## src/rtl/result_seg_display.sv

```systemverilog
// Result display stage: sequential double-dabble binary-to-BCD conversion driving a
// 4-digit multiplexed active-low 7-segment display with leading-zero suppression.
module result_seg_display #(
  parameter int unsigned RESULT_W    = 9,
  parameter int unsigned REFRESH_DIV = 250000
) (
  input  logic                clk,
  input  logic                reset_n,
  input  logic [RESULT_W-1:0] result,
  output logic [6:0]          seg,
  output logic [3:0]          an,
  output logic                dp,
  output logic [11:0]         bcd,
  output logic                bcd_valid,
  output logic                busy
);

  localparam int unsigned SH_W   = RESULT_W + 12;
  localparam int unsigned CNT_W  = $clog2(RESULT_W + 1);
  localparam int unsigned SCAN_W = $clog2(REFRESH_DIV);

  localparam logic [CNT_W-1:0]  LastStep = CNT_W'(RESULT_W - 1);
  localparam logic [SCAN_W-1:0] ScanMax  = SCAN_W'(REFRESH_DIV - 1);
  localparam logic [6:0]        SegBlank = 7'b1111111;

  typedef enum logic [1:0] {StIdle, StConv, StDone} state_t;

  state_t              state;
  logic [RESULT_W-1:0] last;
  logic [SH_W-1:0]     sh;
  logic [SH_W-1:0]     sh_adj;
  logic [CNT_W-1:0]    cnt;
  logic [SCAN_W-1:0]   scan_cnt;
  logic [1:0]          digit;
  logic [6:0]          seg_d;
  logic [3:0]          an_d;

  assign dp = 1'b1;

  function automatic logic [6:0] seg_of(input logic [3:0] nib);
    unique case (nib)
      4'd0:    seg_of = 7'b1000000;
      4'd1:    seg_of = 7'b1111001;
      4'd2:    seg_of = 7'b0100100;
      4'd3:    seg_of = 7'b0110000;
      4'd4:    seg_of = 7'b0011001;
      4'd5:    seg_of = 7'b0010010;
      4'd6:    seg_of = 7'b0000010;
      4'd7:    seg_of = 7'b1111000;
      4'd8:    seg_of = 7'b0000000;
      4'd9:    seg_of = 7'b0010000;
      default: seg_of = 7'b1111111;
    endcase
  endfunction

  // Add-3 correction on each BCD nibble ahead of the shift.
  always_comb begin
    sh_adj = sh;
    for (int i = 0; i < 3; i++) begin
      if (sh[RESULT_W + 4*i +: 4] >= 4'd5) begin
        sh_adj[RESULT_W + 4*i +: 4] = sh[RESULT_W + 4*i +: 4] + 4'd3;
      end
    end
  end

  always_ff @(posedge clk or negedge reset_n) begin
    if (!reset_n) begin
      state     <= StIdle;
      last      <= '0;
      sh        <= '0;
      cnt       <= '0;
      bcd       <= 12'h000;
      bcd_valid <= 1'b0;
      busy      <= 1'b0;
    end else begin
      bcd_valid <= 1'b0;
      unique case (state)
        StIdle: begin
          if (result != last) begin
            sh    <= {12'b0, result};
            last  <= result;
            cnt   <= '0;
            state <= StConv;
            busy  <= 1'b1;
          end
        end
        StConv: begin
          sh  <= sh_adj << 1;
          cnt <= cnt + 1'b1;
          if (cnt == LastStep) begin
            state <= StDone;
          end
        end
        StDone: begin
          bcd       <= sh[RESULT_W +: 12];
          bcd_valid <= 1'b1;
          busy      <= 1'b0;
          state     <= StIdle;
        end
        default: begin
          state <= StIdle;
          busy  <= 1'b0;
        end
      endcase
    end
  end

  // Digit 1 is blanked only when both hundreds and tens are zero.
  always_comb begin
    an_d  = ~(4'b0001 << digit);
    seg_d = SegBlank;
    unique case (digit)
      2'd0: seg_d = seg_of(bcd[3:0]);
      2'd1: seg_d = (bcd[11:4] == 8'h00) ? SegBlank : seg_of(bcd[7:4]);
      2'd2: seg_d = (bcd[11:8] == 4'h0) ? SegBlank : seg_of(bcd[11:8]);
      default: seg_d = SegBlank;
    endcase
  end

  always_ff @(posedge clk or negedge reset_n) begin
    if (!reset_n) begin
      scan_cnt <= '0;
      digit    <= 2'd0;
      an       <= 4'b1111;
      seg      <= SegBlank;
    end else begin
      if (scan_cnt == ScanMax) begin
        scan_cnt <= '0;
        digit    <= digit + 2'd1;
      end else begin
        scan_cnt <= scan_cnt + 1'b1;
      end
      an  <= an_d;
      seg <= seg_d;
    end
  end

endmodule

```

## config.mk

```make
export PLATFORM = sky130hd
export DESIGN_NAME = result_seg_display
export DESIGN_NICKNAME = d
export VERILOG_FILES = /design/src/rtl/result_seg_display.sv
export SDC_FILE = /design/constraint.sdc
export NUM_CORES = 1
export LEC_CHECK = 0
export BUFFER_PORTS_ARGS = -buffer_cell sky130_fd_sc_hd__clkbuf_2
export CELL_PAD_IN_SITES_DETAIL_PLACEMENT = 0
export CELL_PAD_IN_SITES_GLOBAL_PLACEMENT = 1
export CORE_MARGIN = 2
export CORE_UTILIZATION = 49
export CTS_BUF_LIST = sky130_fd_sc_hd__clkbuf_8
export DETAILED_ROUTE_END_ITERATION = 10
export PLACE_DENSITY_LB_ADDON = 0.1
export SLEW_MARGIN = 0
export SYNTH_ARGS = -nofsm -noshare
export SYNTH_HDL_FRONTEND = slang
export SYNTH_SLANG_ARGS = --single-unit
export TNS_END_PERCENT = 20
```

## constraint.sdc

```tcl
create_clock -name clk -period 2.32 [get_ports clk]
set_input_delay 0.696 -clock clk [delete_from_list [all_inputs] [get_ports clk]]
set_output_delay 0.696 -clock clk [all_outputs]
set_load 0.01 [all_outputs]
```

==> summary.md, run 1 <==
| Metric | Value |
|---|---|
| Status | `complete, no violations` |
| Pleak | `approximately 2.3 nW` |
| Final Cell Area | `0.00503 mm2` |
| CTS clk-pin slew, worst paths | `~0.1 ns` |
| Post-route DRC | `0` |
| Fin. Hold Viols | `0` |
| Synth Flop Type | `dfrtp_1` |
| Wire length of the first global-routing pass | `~15000 um` |
| Number of port buffers | `35` |
| Worst EP arrival | `~2.3 ns` |
| Clk_skew | `between 0.01 and 0.015 ns` |
| Most common cell after layout, fill and taps aside | `dfrtp_1` |
| Max Clock Freq | `0.497 GHz` |
| CP Data Required Time | `approximately 2.6 ns` |
| Levels on crit path | `6` |
| Ports | `37` |
| Final setup viols | `0` |
| Number of CTS-inserted buffers | `9` |
| Routed len/inst | `about 15 um` |
| Min-Delay Path Class | `in2async` |
| Pwr dens | `about 1200 mW/mm2` |
| H-Tree Depth | `3` |
| Gr usage total | `18.9%` |
| R2r worst-path depth | `6` |
| Setup TNS | `0 ns` |
| Crit-path max cell delay | `around 0.50 ns` |
| Sequential share of the synthesized area | `about 45%` |
| TritonCTS clock tree | `done` |
| Largest fanout on the critical path | `7` |
| RSZ-0062 raised after global routing | `false` |
| Largest net degree at the start of global routing | `35` |
| Nature of the critical path endpoint | `register` |
| Number of synthesized register bits | `around 80` |
| Ant. Diodes | `0` |
| Family with the most delay on the worst path | `simple AND/OR/NAND/NOR gates` |
| Synth Warn # | `0` |
| DR vias/cell | `approximately 5.6` |
| Nets | `about 510` |
| Routed wire length | `roughly 8700 um` |
| Core Box Area | `roughly 0.0088 mm2` |
| Iter 0 DRT Violations | `84` |
| Post-Syn Instances | `between 400 and 500` |
| Die W | `99.7 um` |
| Hold-fix buffers at CTS | `0` |
| Max-Cap Viols | `0` |
| Worst Max-Slew Pin Slew | `around 0.5 ns` |
| Die height | `between 90 and 100 um` |
| Ys async rst share | `100%` |
| Startpoint types | `register` |
| Layout area overhead | `12.1%` |
| Dpl cell area | `0.00482 mm2` |
| Post-DP HPWL | `about 6100 um` |
| Clock sink total | `81` |
| Starting density of the core | `roughly half` |
| Slowest cell on crit path | `or4_1` |
| Area of the die | `about 0.0099 mm2` |
| GP Congestion | `0.833` |
| Clk Latency, worst-skew pair | `0.35 ns` |
| Vias after detailed routing | `approximately 3200` |
| Syn avg cell area | `roughly 11 um2` |
| Sequential Area | `slightly above 0.002 mm2` |
| Syn Nets | `between 400 and 500` |
| Min Tclk post-route | `about 2.0 ns` |
| Post-synth EDFFs | `0` |
| Post-DRT Antenna Nets | `0` |
| Number of distinct library cells after synthesis | `57` |
| WHS | `0.289 ns` |
| WS Path Type | `reg2reg` |
| Layout cells sized above 1 | `23.2%` |
| # resized after CTS | `0` |
| Cell Rows | `34` |
| Vias in the first global route | `between 3000 and 4000` |
| Synth Cell Area | `between 0.004 and 0.005 mm2` |
| Worst r2r src | `bcd[9]$_DFFE_PN0P_` |
| Area of the multi-input gates | `0.00226 mm2` |
| Post-route clock period utilization | `between 80 and 90%` |
| Total gr overflow | `0` |
| Post-CTS Setup Repair Bufs | `0` |
| Number of fill cells | `about 770` |
| Commonest cells after routing, fill and taps aside | `70 x dfrtp_1, 34 x clkbuf_2, 30 x ha_1, 29 x nand2_1, 28 x inv_1` |
| Buffers plus inverters on the worst setup path | `1` |
| Longest Clk Path Bufs | `2` |
| Antenna violations before repair | `0` |
| Initial DRT Pass Iterations | `4` |
| VDD IR max | `approximately 0.00045 V` |
| Max-slew headroom | `66.3%` |
| Crit-path cells | `inv_1 -> ha_1 -> and4bb_2 -> o21ai_0 -> a21oi_1 -> or4_1` |
| Slew Viols, Final | `0` |
| Root buffer cell | `clkbuf_8` |
| Critical Path Start | `bcd[9]$_DFFE_PN0P_` |
through the flow:
stage	instances	power [mW]	setup WS (ns)	util, %
global placement	561	4.91	0.142	54.8
global route	577	6.56	0.148	57.1
detailed placement	561	4.97	0.0759	54.8
finish	577	6.04	0.308	57.1
floorplan	424	4.26	0.393	-
CTS	577	6.09	0.318	57.1
Yosys cell counts, types with 2 or more instances:
master     number  area [um2]
nand4bb_1       2        22.5
dfstp_2        11         289
nand2_1        29         109
nor2b_1         5        31.3
and4_1          2        17.5
xor2_1         16         140
nand3_1        10        50.1
dfrtp_1        70        1750
a31oi_1         2        12.5
or3_1          10        62.6
nor4b_1         2        17.5
o22a_1          8        70.1
nor2_1         23        86.3
and3_1          2        12.5
nand2b_1        7        43.8
o21ai_0        24         120
nor3_1          8        40.0
o2bb2ai_1       3        26.3
clkbuf_1       10        37.5
ha_1           30         375
and4bb_2        2        25.0
inv_1          28         105
mux2_2         18         203
o221ai_1        5        43.8
nand4_1         5        31.3
xnor2_1        13         114
nor4_1          2        12.5
mux2i_1         5        50.1
a21o_1          3        22.5
a22o_1         10        87.6
o221a_2         8        90.1
a21oi_1        18        90.1
o211ai_1        4        30.0
nand4b_1        2        17.5
buf_2           4        20.0
buf_6           2        22.5
registers in the layout (all words and copies together), names as in the netlist:
signal,cells
last,9
sh,21
bcd_valid,1
cnt,4
an,4
state,2
busy,1
digit,2
bcd,12
seg,7
scan_cnt,18
layout make-up:
cell class,instances,share of cell area (%)
inverters,28,2.09
flip-flops and latches,81,40.6
repair buffers,46,5.67
clock buffers,9,2.46
well taps,108,2.69
clock inverters,7,1.69
multi-input cells,298,44.8
cell families (layout without fill, tap and decap cells):
kind of cell	after synthesis	after routing	synth area share [%]
and+or+nand+nor	120	120	15.2
AOI/OAI and AO/OA	94	94	15.0
DFF	81	81	45.5
buffers and inverters	45	90	4.29
adders and majority gates	30	30	8.36
xor gates and xnor gates	29	29	5.66
muxes	24	24	5.96
other	1	1	0.0835
power by group:
group          switching, mW  leakage (nW)  internal, mW
combinational           1.25          1.22          1.28
sequential             0.503         0.993          1.92
clock                  0.574        0.0999         0.518
total                   2.32          2.31          3.72
per-layer routing:
metal / vias up / routed length, um / GRT usage, %
met4: 0 / 63 / 6.11
li1: 1600 / - / -
met1: 1549 / 4440 / 27.9
met2: 51 / 3990 / 29.1
met3: 7 / 237 / 2.39
met5: - / 0 / 0
path summary, 6_finish.rpt:
path | to | slack, ns
worst max-delay path | seg[2]$_DFF_PN1_ | 0.31
worst min-delay path | scan_cnt[11]$_DFF_PN0_ | 0.29
worst max register to register | seg[2]$_DFF_PN1_ | 0.31
worst min register to register | scan_cnt[0]$_DFF_PN0_ | 0.48
max in group asynchronous | an[2]$_DFF_PN1_ | 1.45
min in group clk | scan_cnt[0]$_DFF_PN0_ | 0.48
(Power assumes the default switching activity.)
==> run 2, diff against run 1 <==
- PLACE_DENSITY: unset -> 0.86
- PLACE_DENSITY_LB_ADDON: 0.1 -> unset
==> run 2 against run 1 <==
  * Hold slack got worse by 0.014 ns
  * Critical path type unchanged
  * Worst setup slack improved by 0.022 ns
  * Sequential share of layout area unchanged
  * Wire length decreased by 4.7%
  * Final cell count decreased by 0.52%
  * Clock-buffer cell count increased by 1
  * Clock power increased by 14%
  * Clock skew decreased by 0.0025 ns
  * Maximum frequency increased by 1.1%
  * Via count increased by 0.53%
  * Flip-flop and latch count unchanged
  * Combinational power decreased by 3%
==> summary.md, run 2 (synthesized netlist as in run 1, its figures left out) <==
| Metric | Value |
|---|---|
| Status | `complete, no violations` |
| Worst EP arrival | `2.25 ns (-0.03 ns)` |
| Pwr dens | `1220 mW/mm2 (+1.5%)` |
| Initial DRT Pass Iterations | `4 (unchanged)` |
| Met3 usage | `3.79% (+1.4 points)` |
| Post-Layout Cell Count | `574 (-0.52%)` |
| Core Util, Final | `57.1% (unchanged)` |
| Nets | `502 (-0.59%)` |
| Starting density of the core | `51.0% (unchanged)` |
| Levels on crit path | `6 (unchanged)` |
| Core Box Area | `0.00881 mm2 (unchanged)` |
| Layout cells sized above 1 | `22.3% (-0.92 points)` |
| Vias in the first global route | `3116 (-1.1%)` |
| Regs by FF count | `sh: 21 flops, scan_cnt: 18 flops, bcd: 12 flops` |
| Nature of the critical path endpoint | `register` |
| VDD IR max | `0.000580 V (+28%)` |
| Fin. Hold Viols | `0 (unchanged)` |
| Commonest cells after routing, fill and taps aside | `70 x dfrtp_1, 34 x clkbuf_2, 30 x inv_1, 30 x ha_1, 29 x nand2_1` |
| GP Congestion | `0.810 (-2.7%)` |
| Wire length of the first global-routing pass | `14600 um (-4.4%)` |
| Max-slew headroom | `63.7% (-2.6 points)` |
| Longest Clk Path Bufs | `2 (unchanged)` |
| Ports | `37 (unchanged)` |
| Max Clock Freq | `0.502 GHz (+1.1%)` |
| Post-DRT Antenna Nets | `0 (unchanged)` |
| Buffers plus inverters on the worst setup path | `1 (unchanged)` |
| Slowest cell on crit path | `or4_1` |
| Worst Max-Slew Pin Slew | `0.542 ns (+0.0387 ns)` |
| Die height | `99.7 um (unchanged)` |
| Clock sink total | `81 (unchanged)` |
| Largest register FFs | `21 (unchanged)` |
| Slew Viols, Final | `0 (unchanged)` |
| Vias after detailed routing | `3224 (+0.53%)` |
| Hold-fix buffers at CTS | `0 (unchanged)` |
| Post-CTS Setup Repair Bufs | `0 (unchanged)` |
| Min Tclk post-route | `1.99 ns (-0.0219 ns)` |
| Biggest register | `sh` |
| Die W | `99.7 um (unchanged)` |
| Clk_skew | `0.00839 ns (-0.00249 ns)` |
| Final setup viols | `0 (unchanged)` |
| H-Tree Depth | `3 (unchanged)` |
| Max-Cap Viols | `0 (unchanged)` |
| Gr busiest metal | `met2` |
| CP Data Required Time | `2.57 ns (about the same)` |
| Cell Rows | `34 (unchanged)` |
| Met2 Track Usage GR | `27.7% (-1.4 points)` |
| Post-DP HPWL | `5930 um (-3.5%)` |
| Routed wire length | `8310 um (-4.7%)` |
| DR vias/cell | `5.62 (+1.1%)` |
| Pleak | `2.33 nW (+0.56%)` |
| Number of port buffers | `35 (unchanged)` |
| Largest net degree at the start of global routing | `51 (+46%)` |
| Post-route clock period utilization | `85.8% (-0.94 points)` |
| Placed cell count | `558 (-0.53%)` |
| Clk Latency, worst-skew pair | `0.35 ns (about the same)` |
| R2r worst-path depth | `6 (unchanged)` |
| Total gr overflow | `0 (unchanged)` |
| Root buffer cell | `clkbuf_8` |
| Min-Delay Path Class | `in2async` |
| Largest fanout on the critical path | `7 (unchanged)` |
| Gr usage total | `18.1% (-0.85 points)` |
| Number of fill cells | `748 (-2.3%)` |
| Ant. Diodes | `0 (unchanged)` |
| Most common cell after layout, fill and taps aside | `dfrtp_1` |
| Iter 0 DRT Violations | `100 (+19%)` |
| Setup TNS | `0 ns (unchanged)` |
| Startpoint types | `register` |
| Routed len/inst | `14.5 um (-4.2%)` |
| CTS clk-pin slew, worst paths | `0.08 ns (-0.02 ns)` |
| Met1 global-route usage | `25.5% (-2.4 points)` |
| Crit-path max cell delay | `0.52 ns (+0.02 ns)` |
| # resized after CTS | `0 (unchanged)` |
| WS Path Type | `reg2reg` |
| Final Cell Area | `0.00503 mm2 (unchanged)` |
| Layout area overhead | `12.1% (unchanged)` |
| Dpl cell area | `0.00479 mm2 (-0.73%)` |
| Family with the most delay on the worst path | `simple AND/OR/NAND/NOR gates` |
| Number of CTS-inserted buffers | `9 (unchanged)` |
| TritonCTS clock tree | `done` |
| RSZ-0062 raised after global routing | `false` |
| Post-route DRC | `0 (unchanged)` |
| Crit-path cells | `inv_1 -> ha_1 -> and4bb_2 -> o21ai_0 -> a21oi_1 -> or4_1` |
| Antenna violations before repair | `0 (unchanged)` |
| Area of the die | `0.00994 mm2 (unchanged)` |
[run 2: cell count changes in the layout (fill, tap and decap cells not counted)]
cell        change
buf_12          -1
buf_4           -2
bufinv_16       +2
clkbuf_8        +1
clkinv_4        -1
clkinvlp_4      -2
inv_1           +2
inv_8           -2
[run 2: worst paths after layout]
path	from	slack, ns	endpoint
max	bcd[9]$_DFFE_PN0P_	0.33	seg[2]$_DFF_PN1_
min reg2reg	scan_cnt[17]$_DFF_PN0_	0.48	scan_cnt[17]$_DFF_PN0_
max reg2reg	bcd[9]$_DFFE_PN0P_	0.33	seg[2]$_DFF_PN1_
min	reset_n	0.27	scan_cnt[11]$_DFF_PN0_
max in group asynchronous	reset_n	1.46	sh[6]$_DFFE_PN0P_
min in group clk	scan_cnt[17]$_DFF_PN0_	0.48	scan_cnt[17]$_DFF_PN0_
[run 2: per-layer routing]
layer	part of all wire (%)	wire [um]	vias up
li1	-	-	1603
met1	50	4120	1555
met2	46	3830	56
met3	3.0	253	10
met4	1.4	114	0
met5	0	0	-
[run 2: power breakdown]
group,internal (mW),switching [mW]
Clock,0.741,0.496
Sequential,1.92,0.513
Combinational,1.25,1.22
[run 2: per-stage QoR]
step	hold slack (ns)	setup WS (ns)	total power, mW
3_3_place_gp	0.467	0.151	4.85
2_1_floorplan	0.400	0.393	4.26
5_1_grt	0.282	0.217	6.64
6_report	0.275	0.330	6.13
3_5_place_dp	0.471	0.0986	4.93
4_1_cts	0.273	0.356	6.19
[run 2: area by class of cell]
cell class | instances | area [um2] | share of cell area, %
clock inverters | 6 | 106 | 2.11
clock buffers | 10 | 138 | 2.74
well taps | 108 | 135 | 2.69
repair buffers | 43 | 250 | 4.97
inverters | 28 | 105 | 2.09
flip-flops and latches | 81 | 2040 | 40.6
multi-input cells | 298 | 2260 | 44.8
